$ cat src/rtl/game_input_pkg.sv
// Shared encodings for the game input front end: button indices, direction codes,
// pause-state encoding and the move-priority helpers used by the top level.
package game_input_pkg;

  localparam int NUM_BTN = 5;

  localparam int BTN_U = 0;
  localparam int BTN_D = 1;
  localparam int BTN_L = 2;
  localparam int BTN_R = 3;
  localparam int BTN_C = 4;

  localparam logic [1:0] DIR_UP    = 2'd0;
  localparam logic [1:0] DIR_DOWN  = 2'd1;
  localparam logic [1:0] DIR_LEFT  = 2'd2;
  localparam logic [1:0] DIR_RIGHT = 2'd3;

  typedef enum logic {
    ST_RUN    = 1'b0,
    ST_PAUSED = 1'b1
  } state_t;

  // Right > left > up > down, the same chain the block controller evaluates.
  function automatic logic [3:0] move_onehot(input logic [3:0] held);
    logic [3:0] oh;
    oh = '0;
    if (held[BTN_R])      oh[BTN_R] = 1'b1;
    else if (held[BTN_L]) oh[BTN_L] = 1'b1;
    else if (held[BTN_U]) oh[BTN_U] = 1'b1;
    else if (held[BTN_D]) oh[BTN_D] = 1'b1;
    return oh;
  endfunction

  function automatic logic [1:0] dir_code(input logic [3:0] held);
    logic [1:0] code;
    code = DIR_DOWN;
    if (held[BTN_R])      code = DIR_RIGHT;
    else if (held[BTN_L]) code = DIR_LEFT;
    else if (held[BTN_U]) code = DIR_UP;
    return code;
  endfunction

endpackage

$ cat src/rtl/button_debouncer.sv
// One push-button channel: two-flop synchronizer, stability counter and a
// registered rising-edge pulse delayed one cycle behind the accepted level.
module button_debouncer #(
  parameter int unsigned DEBOUNCE_CYCLES = 500000,
  parameter int unsigned CNT_W           = 21
) (
  input  logic clk,
  input  logic rst,
  input  logic i_btn,
  output logic o_stable,
  output logic o_press
);

  localparam logic [CNT_W-1:0] CNT_LAST = CNT_W'(DEBOUNCE_CYCLES - 1);

  logic             r_sync1;
  logic             r_sync2;
  logic             r_stable;
  logic             r_stable_d;
  logic             r_press;
  logic [CNT_W-1:0] r_cnt;

  always_ff @(posedge clk or negedge rst) begin
    if (!rst) begin
      r_sync1    <= 1'b0;
      r_sync2    <= 1'b0;
      r_stable   <= 1'b0;
      r_stable_d <= 1'b0;
      r_press    <= 1'b0;
      r_cnt      <= '0;
    end else begin
      r_sync1    <= i_btn;
      r_sync2    <= r_sync1;
      r_stable_d <= r_stable;
      r_press    <= r_stable & ~r_stable_d;
      // Any cycle where the synchronized level agrees with the accepted one restarts the count.
      if (r_sync2 != r_stable) begin
        if (r_cnt == CNT_LAST) begin
          r_stable <= r_sync2;
          r_cnt    <= '0;
        end else begin
          r_cnt <= r_cnt + CNT_W'(1);
        end
      end else begin
        r_cnt <= '0;
      end
    end
  end

  assign o_stable = r_stable;
  assign o_press  = r_press;

endmodule

$ cat src/rtl/direction_input_conditioner.sv
// Button front end for the block controller: debounced buttons, game-rate tick,
// pause FSM, prioritized one-hot move strobes and last-direction tracking.
module direction_input_conditioner
  import game_input_pkg::*;
#(
  parameter int unsigned DEBOUNCE_CYCLES = 500000,
  parameter int unsigned TICK_DIV        = 1666667,
  parameter int unsigned CNT_W           = 21
) (
  input  logic       clk,
  input  logic       rst,
  input  logic       btn_up,
  input  logic       btn_down,
  input  logic       btn_left,
  input  logic       btn_right,
  input  logic       btn_center,
  output logic       tick,
  output logic       up,
  output logic       down,
  output logic       left,
  output logic       right,
  output logic [4:0] press,
  output logic [1:0] last_dir,
  output logic       dir_valid,
  output logic       paused
);

  localparam logic [CNT_W-1:0] TICK_LAST = CNT_W'(TICK_DIV - 1);

  logic [NUM_BTN-1:0] w_btn_raw;
  logic [NUM_BTN-1:0] w_stable;
  logic [NUM_BTN-1:0] w_press;
  logic               w_unused_center_level;

  state_t             r_state;
  state_t             w_state_next;
  logic [CNT_W-1:0]   r_tick_cnt;
  logic               w_tick;
  logic [3:0]         w_move;
  logic [1:0]         r_last_dir;
  logic               r_dir_valid;

  assign w_btn_raw[BTN_U] = btn_up;
  assign w_btn_raw[BTN_D] = btn_down;
  assign w_btn_raw[BTN_L] = btn_left;
  assign w_btn_raw[BTN_R] = btn_right;
  assign w_btn_raw[BTN_C] = btn_center;

  genvar gi;
  generate
    for (gi = 0; gi < NUM_BTN; gi++) begin : g_btn
      button_debouncer #(
        .DEBOUNCE_CYCLES(DEBOUNCE_CYCLES),
        .CNT_W          (CNT_W)
      ) u_debouncer (
        .clk     (clk),
        .rst     (rst),
        .i_btn   (w_btn_raw[gi]),
        .o_stable(w_stable[gi]),
        .o_press (w_press[gi])
      );
    end
  endgenerate

  // Only the press pulse of the center button matters; its level is not a move.
  assign w_unused_center_level = w_stable[BTN_C];

  always_ff @(posedge clk or negedge rst) begin
    if (!rst) r_state <= ST_RUN;
    else      r_state <= w_state_next;
  end

  always_comb begin
    w_state_next = r_state;
    if (w_press[BTN_C]) begin
      case (r_state)
        ST_RUN:    w_state_next = ST_PAUSED;
        ST_PAUSED: w_state_next = ST_RUN;
        default:   w_state_next = ST_RUN;
      endcase
    end
  end

  // Clearing on entry as well as while paused makes a resume start a full period.
  always_ff @(posedge clk or negedge rst) begin
    if (!rst) begin
      r_tick_cnt <= '0;
    end else if (r_state == ST_PAUSED || w_state_next == ST_PAUSED) begin
      r_tick_cnt <= '0;
    end else if (r_tick_cnt == TICK_LAST) begin
      r_tick_cnt <= '0;
    end else begin
      r_tick_cnt <= r_tick_cnt + CNT_W'(1);
    end
  end

  assign w_tick = (r_state == ST_RUN) && (r_tick_cnt == TICK_LAST);
  assign w_move = w_tick ? move_onehot(w_stable[3:0]) : 4'b0000;

  always_ff @(posedge clk or negedge rst) begin
    if (!rst) begin
      r_last_dir  <= DIR_UP;
      r_dir_valid <= 1'b0;
    end else if (|w_press[3:0]) begin
      r_last_dir  <= dir_code(w_press[3:0]);
      r_dir_valid <= 1'b1;
    end
  end

  assign tick      = w_tick;
  assign up        = w_move[BTN_U];
  assign down      = w_move[BTN_D];
  assign left      = w_move[BTN_L];
  assign right     = w_move[BTN_R];
  assign press     = w_press;
  assign last_dir  = r_last_dir;
  assign dir_valid = r_dir_valid;
  assign paused    = (r_state == ST_PAUSED);

endmodule

$ cat config.mk
export PLATFORM = sky130hd
export DESIGN_NAME = direction_input_conditioner
export DESIGN_NICKNAME = d
export VERILOG_FILES = /design/src/rtl/game_input_pkg.sv /design/src/rtl/button_debouncer.sv /design/src/rtl/direction_input_conditioner.sv
export SDC_FILE = /design/constraint.sdc
export NUM_CORES = 1
export LEC_CHECK = 0
export ABC_AREA = 1
export CORE_ASPECT_RATIO = 1.25
export CORE_MARGIN = 10
export CORE_UTILIZATION = 35
export CTS_CLUSTER_SIZE = 25
export DETAILED_ROUTE_END_ITERATION = 6
export PLACE_DENSITY = 0.6
export SETUP_SLACK_MARGIN = 0.5
export SYNTH_ARGS = -nofsm -noshare
export SYNTH_HDL_FRONTEND = slang
export SYNTH_SLANG_ARGS = --single-unit
export TNS_END_PERCENT = 100
$ cat constraint.sdc
create_clock -name clk -period 2.3 [get_ports clk]
set_input_delay 0.46 -clock clk [delete_from_list [all_inputs] [get_ports clk]]
set_output_delay 0.46 -clock clk [all_outputs]
set_load 0.02 [all_outputs]
==> results of run 1 <==
logic make-up (layout without fill, tap and decap cells):
group	count (synthesis)	after routing
DFF	155	155
AOI/OAI and AO/OA	49	49
and+or+nand+nor	699	699
adders and majority gates	8	8
buffers and inverters	121	194
xor gates and xnor gates	54	54
what timing repair did:
action / CTS / global route
cloned: 0 / 0
endpoints found under the hold margin: 0 / 0
buffers inserted: 0 / 2
resized for setup: 42 / 12
setup endpoints to repair: 14 / 12
pin swaps: 1 / 1
cells in the mapped netlist, drive strengths merged:
master,n
nor2,327
nand2,243
dfrtp,155
inv,115
nand3,79
xor2,29
a21oi,26
xnor2,25
o21ai,18
nand4,16
nor3,14
and2,8
ha,8
buf,6
nand3b,6
nor3b,3
nor4,3
a211oi,2
o21a,1
o21bai,1
o31ai,1
sequential cells by signal (all words and copies together), names as in the netlist:
signal,cells
last_dir,2
g_btn.u_debouncer.o_stable,5
paused,1
r_tick_cnt,21
dir_valid,1
g_btn.u_debouncer.r_cnt,105
g_btn.u_debouncer.r_stable_d,5
g_btn.u_debouncer.r_sync2,5
g_btn.u_debouncer.r_sync1,5
g_btn.u_debouncer.o_press,5
power by group:
part	total, mW	switching, mW	internal [mW]
sequential	2.78	0.0270	2.76
clock	2.85	1.05	1.79
combinational	0.160	0.112	0.0473
total	5.79	1.19	4.60
stage by stage:
step           cell area, um^2  setup slack, ps  hold slack, ps  cells   util
6_report                  9710            -9.61           -2.30   1447  0.420
3_3_place_gp              9060            -66.6             337   1416  0.392
2_1_floorplan             8300              393             164   1086      -
4_1_cts                   9650            -5.94            26.3   1445  0.418
5_1_grt                   9710            -88.2            43.4   1447  0.420
3_5_place_dp              9060            -76.7             340   1416  0.392
layout by cell type, fill, tap and decap left out, types with 7 or more instances in the layout:
| cell type | instances |
|---|---|
| inv_2 | 8 |
| clkbuf_16 | 17 |
| nand3_1 | 74 |
| xnor2_1 | 25 |
| inv_1 | 107 |
| nand4_1 | 16 |
| and2_1 | 8 |
| nand2_2 | 19 |
| nor2_1 | 294 |
| dfrtp_1 | 155 |
| xor2_1 | 24 |
| a21oi_1 | 26 |
| o21ai_0 | 17 |
| nor2_4 | 14 |
| buf_6 | 7 |
| dlygate4sd2_1 | 9 |
| nor3_1 | 10 |
| nor2_2 | 19 |
| nand2_1 | 224 |
| buf_4 | 26 |
routing by layer:
layer,up-vias,track usage,wire (um)
met5,-,0,0
met4,0,0.0486,227
met3,17,0.0179,422
met2,77,0.219,8780
met1,3181,0.156,8350
li1,3508,-,-
layout make-up:
class                           instances  area (um^2)
Timing Repair Buffer                   50          463
Clock inverter                          9          149
Inverter                              115          432
Multi-Input combinational cell        810         3990
Clock buffer                           20          437
Fill cell                            2335        13400
Tap cell                              288          360
Sequential cell                       155         3880
how the worst max path moves through the flow:
stage	start	end	slack (ps)	cells after the start
floorplan	r_tick_cnt[0]	right	390	6
global placement	r_tick_cnt[0]	left	-70	8
detailed placement	r_tick_cnt[0]	right	-80	8
CTS	r_tick_cnt[0]	left	-6	8
global route	r_tick_cnt[0]	down	-90	8
finish	r_tick_cnt[0]	up	-10	9
==> impl_metrics.env, run 1 <==
export IMPL_slew_violations=0
export IMPL_cts_buffers=17
export IMPL_peakVddDrop_mv=0.462
export IMPL_violations="negative hold slack, negative setup slack"
export IMPL_row_count=62
export IMPL_finalSetupViolCount=2
export IMPL_syn_nets=1101
export IMPL_post_dp_hpwl_um=13400
export IMPL_cap_viol_max_count=0
export IMPL_wl_um=17800
export IMPL_firstDrtPassIters=5
export IMPL_grt_max_degree=57
export IMPL_ioPinCount=21
export IMPL_cpMostUsedCell="buf_6"
export IMPL_drtIter0Drc=378
export IMPL_total_power_mw=5.79
export IMPL_reg2reg_from="r_tick_cnt[1]"
export IMPL_worst_ep_arrival_time_ps=1850
export IMPL_nNetsFinal=1164
export IMPL_reg2regPathDepth=9
export IMPL_cts_sinks=155
export IMPL_final_hold_viol_count=4
export IMPL_ys_warnings_count=0
export IMPL_hold_ws_ps=-2.30
export IMPL_grt_use_total=0.127
export IMPL_yosys_cell_types_count=31
export IMPL_yosys_area_share_xor_xnor=0.0617
export IMPL_synthAdderAreaFrac=0.0121
export IMPL_cp_num_buf_inv=4
export IMPL_synth_area_um2=8280
export IMPL_status="finished with violations"
export IMPL_critPathKind="reg2out"
export IMPL_period_needed_ps=2310
export IMPL_grt_overflow_total=0
export IMPL_drc=0
export IMPL_grt_pass1_wl_um=31900
export IMPL_areaGrowthSynthToFinish_pct=17.3
export IMPL_grt_pass1_vias=6918
export IMPL_fin_worst_skew_ps=7.85
export IMPL_drive_above_1_share=0.120
export IMPL_power_density_nw_per_um2=596
export IMPL_synth_yosys_seq_area_share=0.469
export IMPL_crit_path_max_fanout=4
export IMPL_drt_vias_per_instance=4.69
export IMPL_clockBufferDepth=2
export IMPL_die_area_um2=30200
export IMPL_max_slew_margin=0.626
export IMPL_antenna_found_initial=0
export IMPL_end_kind="output pin"
export IMPL_core_area_um2=23100
export IMPL_gp_congestion=0.871
export IMPL_synth_area_leaders="dfrtp_1 (47%), nor2_1 (13%), nand2_1 (10%)"
export IMPL_r2r_end="r_tick_cnt[20]"
export IMPL_syn_instance_count=1086
export IMPL_postLayoutSetupSlackWorst_ps=-9.61
export IMPL_muxShareOfSynthArea=0
export IMPL_synth_simple_area_share=0.368
export IMPL_synth_seq_cells=155
export IMPL_synth_top_family_by_area="simple AND/OR/NAND/NOR gates"
export IMPL_die_h_um=192
export IMPL_worstSetupStartpointType="flop"
export IMPL_wire_per_inst_um=12.3
export IMPL_fin_tns_setup_ps=-15.7
export IMPL_synth_top_cell_area_share=0.469
export IMPL_vias=6783
export IMPL_grt_setup_unrepaired="true"
export IMPL_fin_crit_sh=1.00
export IMPL_synth_compound_area_frac=0.0311
export IMPL_path_cells="inv_2 > ha_4 > nand2_2 > nor3_2 > nand4_1 > buf_6 > buf_4 > nor2_4 > buf_6"
export IMPL_hold_buffers=0
export IMPL_clock_latency_ps=420
export IMPL_antennaDiodeCount=0
export IMPL_detail_route_antenna_nets=0
export IMPL_worst_pin_slew_ps=560
export IMPL_io_buffers=20
export IMPL_initial_utilization=0.358
export IMPL_die_width_um=158
export IMPL_postSynthAreaPerCell_um2=7.62
export IMPL_reg2reg_slack_ps=680
export IMPL_cpPeakStageDelay_ps=380
export IMPL_min_path_type="in2async"
export IMPL_max_freq_ghz=0.433
export IMPL_synth_top_area_cell="dfrtp_1"
export IMPL_root_buffer="clkbuf_16"
export IMPL_crit_family="buffers and inverters"
export IMPL_cp_slowest_cell="dfrtp_1"
export IMPL_cts_tree="built"
export IMPL_critical_path_required_ps=1840
export IMPL_leakage_nw=4.07
export IMPL_htreeDepth=4
export IMPL_clkTransAtPathRegs_ps=60
(Power assumes the default switching activity.)
==> run 2: changes to the inputs <==
--- a/config.mk
+++ b/config.mk
@@ -8,10 +8,11 @@
 export ABC_AREA = 1
 export CORE_ASPECT_RATIO = 1.25
 export CORE_MARGIN = 10
-export CORE_UTILIZATION = 35
+export CORE_UTILIZATION = 40
 export CTS_CLUSTER_SIZE = 25
 export DETAILED_ROUTE_END_ITERATION = 6
-export PLACE_DENSITY = 0.6
+export DONT_BUFFER_PORTS = 1
+export PLACE_DENSITY = 0.64
 export SETUP_SLACK_MARGIN = 0.5
 export SYNTH_ARGS = -nofsm -noshare
 export SYNTH_HDL_FRONTEND = slang
==> run 2 against run 1 <==
Net effect: the run ends with negative hold slack left; final cell count is 3.1% lower; non-clock buffer count fell by 29; design area is 3.2% lower; sequential power is essentially flat; critical endpoint is now down; highest routed layer unchanged.
==> impl_metrics.env, run 2 (same netlist as run 1, synthesis figures left out) <==
export IMPL_cp_slowest_cell="dfrtp_1"
export IMPL_critical_path_required_ps=1840
export IMPL_largestRegisters="g_btn.u_debouncer.r_cnt x105, r_tick_cnt x21"
export IMPL_grt_setup_unrepaired="true"
export IMPL_worst_pin_slew_ps=480
export IMPL_max_slew_margin=0.680
export IMPL_violations="negative hold slack"
export IMPL_clkTransAtPathRegs_ps=60
export IMPL_postLayoutSetupSlackWorst_ps=63.5
export IMPL_internal_power_mw=4.51
export IMPL_reg2reg_from="r_tick_cnt[1]"
export IMPL_drc=0
export IMPL_seq_power_share=0.488
export IMPL_clockBufferDepth=2
export IMPL_peakVddDrop_mv=0.588
export IMPL_worstSetupStartpointType="flop"
export IMPL_min_path_type="in2async"
export IMPL_use_met2=0.233
export IMPL_initial_utilization=0.409
export IMPL_post_dp_hpwl_um=12500
export IMPL_vias=6757
export IMPL_largest_register="g_btn.u_debouncer.r_cnt"
export IMPL_grt_pass1_vias=6700
export IMPL_final_cell_mix="nor2_1 (293), nand2_1 (224), dfrtp_1 (151)"
export IMPL_grt_use_met3=0.0265
export IMPL_detail_route_antenna_nets=0
export IMPL_crit_path_max_fanout=5
export IMPL_nNetsFinal=1136
export IMPL_worst_ep_arrival_time_ps=1780
export IMPL_firstDrtPassIters=5
export IMPL_max_freq_ghz=0.447
export IMPL_grt_max_degree=156
export IMPL_antenna_found_initial=0
export IMPL_final_hold_viol_count=155
export IMPL_final_cells=1402
export IMPL_ioPinCount=21
export IMPL_root_buffer="clkbuf_16"
export IMPL_wl_um=17800
export IMPL_reg2regPathDepth=13
export IMPL_drtIter0Drc=330
export IMPL_grt_use_total=0.137
export IMPL_cap_viol_max_count=0
export IMPL_die_width_um=149
export IMPL_htreeDepth=4
export IMPL_grt_met1_usage=0.164
export IMPL_end_kind="output pin"
export IMPL_grt_overflow_total=0
export IMPL_hold_ws_ps=-254
export IMPL_placed_cells_incl_taps=1352
export IMPL_row_count=58
export IMPL_period_needed_ps=2240
export IMPL_r2r_end="r_tick_cnt[0]"
export IMPL_power_switching_mw=1.20
export IMPL_clock_latency_ps=420
export IMPL_grt_busiest_layer="met2"
export IMPL_fin_crit_sh=0.972
export IMPL_finalCoreUtilization=0.464
export IMPL_combPwrFrac=0.015
export IMPL_crit_family="simple AND/OR/NAND/NOR gates"
export IMPL_final_common_cell="nor2_1"
export IMPL_cp_num_buf_inv=2
export IMPL_core_area_um2=20200
export IMPL_critPathKind="reg2out"
export IMPL_wire_per_inst_um=12.7
export IMPL_drt_vias_per_instance=4.82
export IMPL_cts_tree="built"
export IMPL_areaGrowthSynthToFinish_pct=13.5
export IMPL_total_power_mw=5.70
export IMPL_io_buffers=0
export IMPL_leakage_nw=3.89
export IMPL_largest_register_ffs=105
export IMPL_cts_sinks=155
export IMPL_die_area_um2=26900
export IMPL_power_share_clock=0.497
export IMPL_slew_violations=0
export IMPL_dp_worst_setup_slack_ps=254
export IMPL_finalSetupViolCount=0
export IMPL_path_cells="inv_2 > ha_4 > nand2_2 > nor3_4 > nand4_1 > buf_6 > nor3_4"
export IMPL_status="finished with violations"
export IMPL_reg2reg_slack_ps=200
export IMPL_gp_congestion=0.879
export IMPL_cpMostUsedCell="nor3_4"
export IMPL_cpPeakStageDelay_ps=400
export IMPL_fin_worst_skew_ps=6.47
export IMPL_drive_above_1_share=0.116
export IMPL_power_density_nw_per_um2=607
export IMPL_die_h_um=181
export IMPL_fin_tns_setup_ps=0
export IMPL_switching_share=0.210
export IMPL_grt_pass1_wl_um=30800
export IMPL_antennaDiodeCount=0
export IMPL_cts_buffers=17
## run 2: area by class of cell
| class | count | area [um^2] |
|---|---|---|
| tap | 270 | 338 |
| timing repair buffer | 21 | 165 |
| sequential | 155 | 3880 |
| inverter | 115 | 432 |
| clock buffer | 19 | 443 |
| multi-input combinational | 811 | 3990 |
| fill | 1984 | 10800 |
| clock inverter | 11 | 146 |
## run 2: how the worst max path moves through the flow
stage | start | endpoint | slack [ps] | cells past startpoint
after floorplan | r_tick_cnt[0] | right | 390 | 6
after global placement | r_tick_cnt[0] | down | 280 | 6
after detailed placement | r_tick_cnt[0] | down | 250 | 6
after CTS | r_tick_cnt[0] | left | 70 | 7
after global routing | r_tick_cnt[0] | down | -60 | 7
final | r_tick_cnt[0] | down | 60 | 7
## run 2: stage by stage
step,cell area [um^2],hold slack (ps)
floorplan,8300,164
global placement,8600,178
detailed placement,8600,176
CTS,9290,-280
global route,9400,-278
finish,9400,-254
## run 2: what timing repair did
action | 4_1_cts | 5_1_grt
setup buffers | 11 | 8
gates cloned | 0 | 1
pin swaps | 3 | 4
hold endpoints to repair | 155 | 155
endpoints found under the setup margin | 5 | 20
gates resized for setup | 5 | 13
## run 2: power by group through the flow
stage | Clock, mW | Sequential (mW) | Combinational [mW]
2_1_floorplan | 0 | 2.83 | 0.0687
3_3_place_gp | 0 | 2.83 | 0.0852
3_5_place_dp | 0 | 2.83 | 0.0868
4_1_cts | 2.90 | 2.78 | 0.0874
5_1_grt | 3.01 | 2.79 | 0.102
6_report | 2.83 | 2.78 | 0.0858
## run 2: routing by layer
metal,share of wire,vias up
li1,-,3462
met4,0.021,0
met2,0.49,92
met3,0.033,27
met1,0.45,3176
met5,0,-
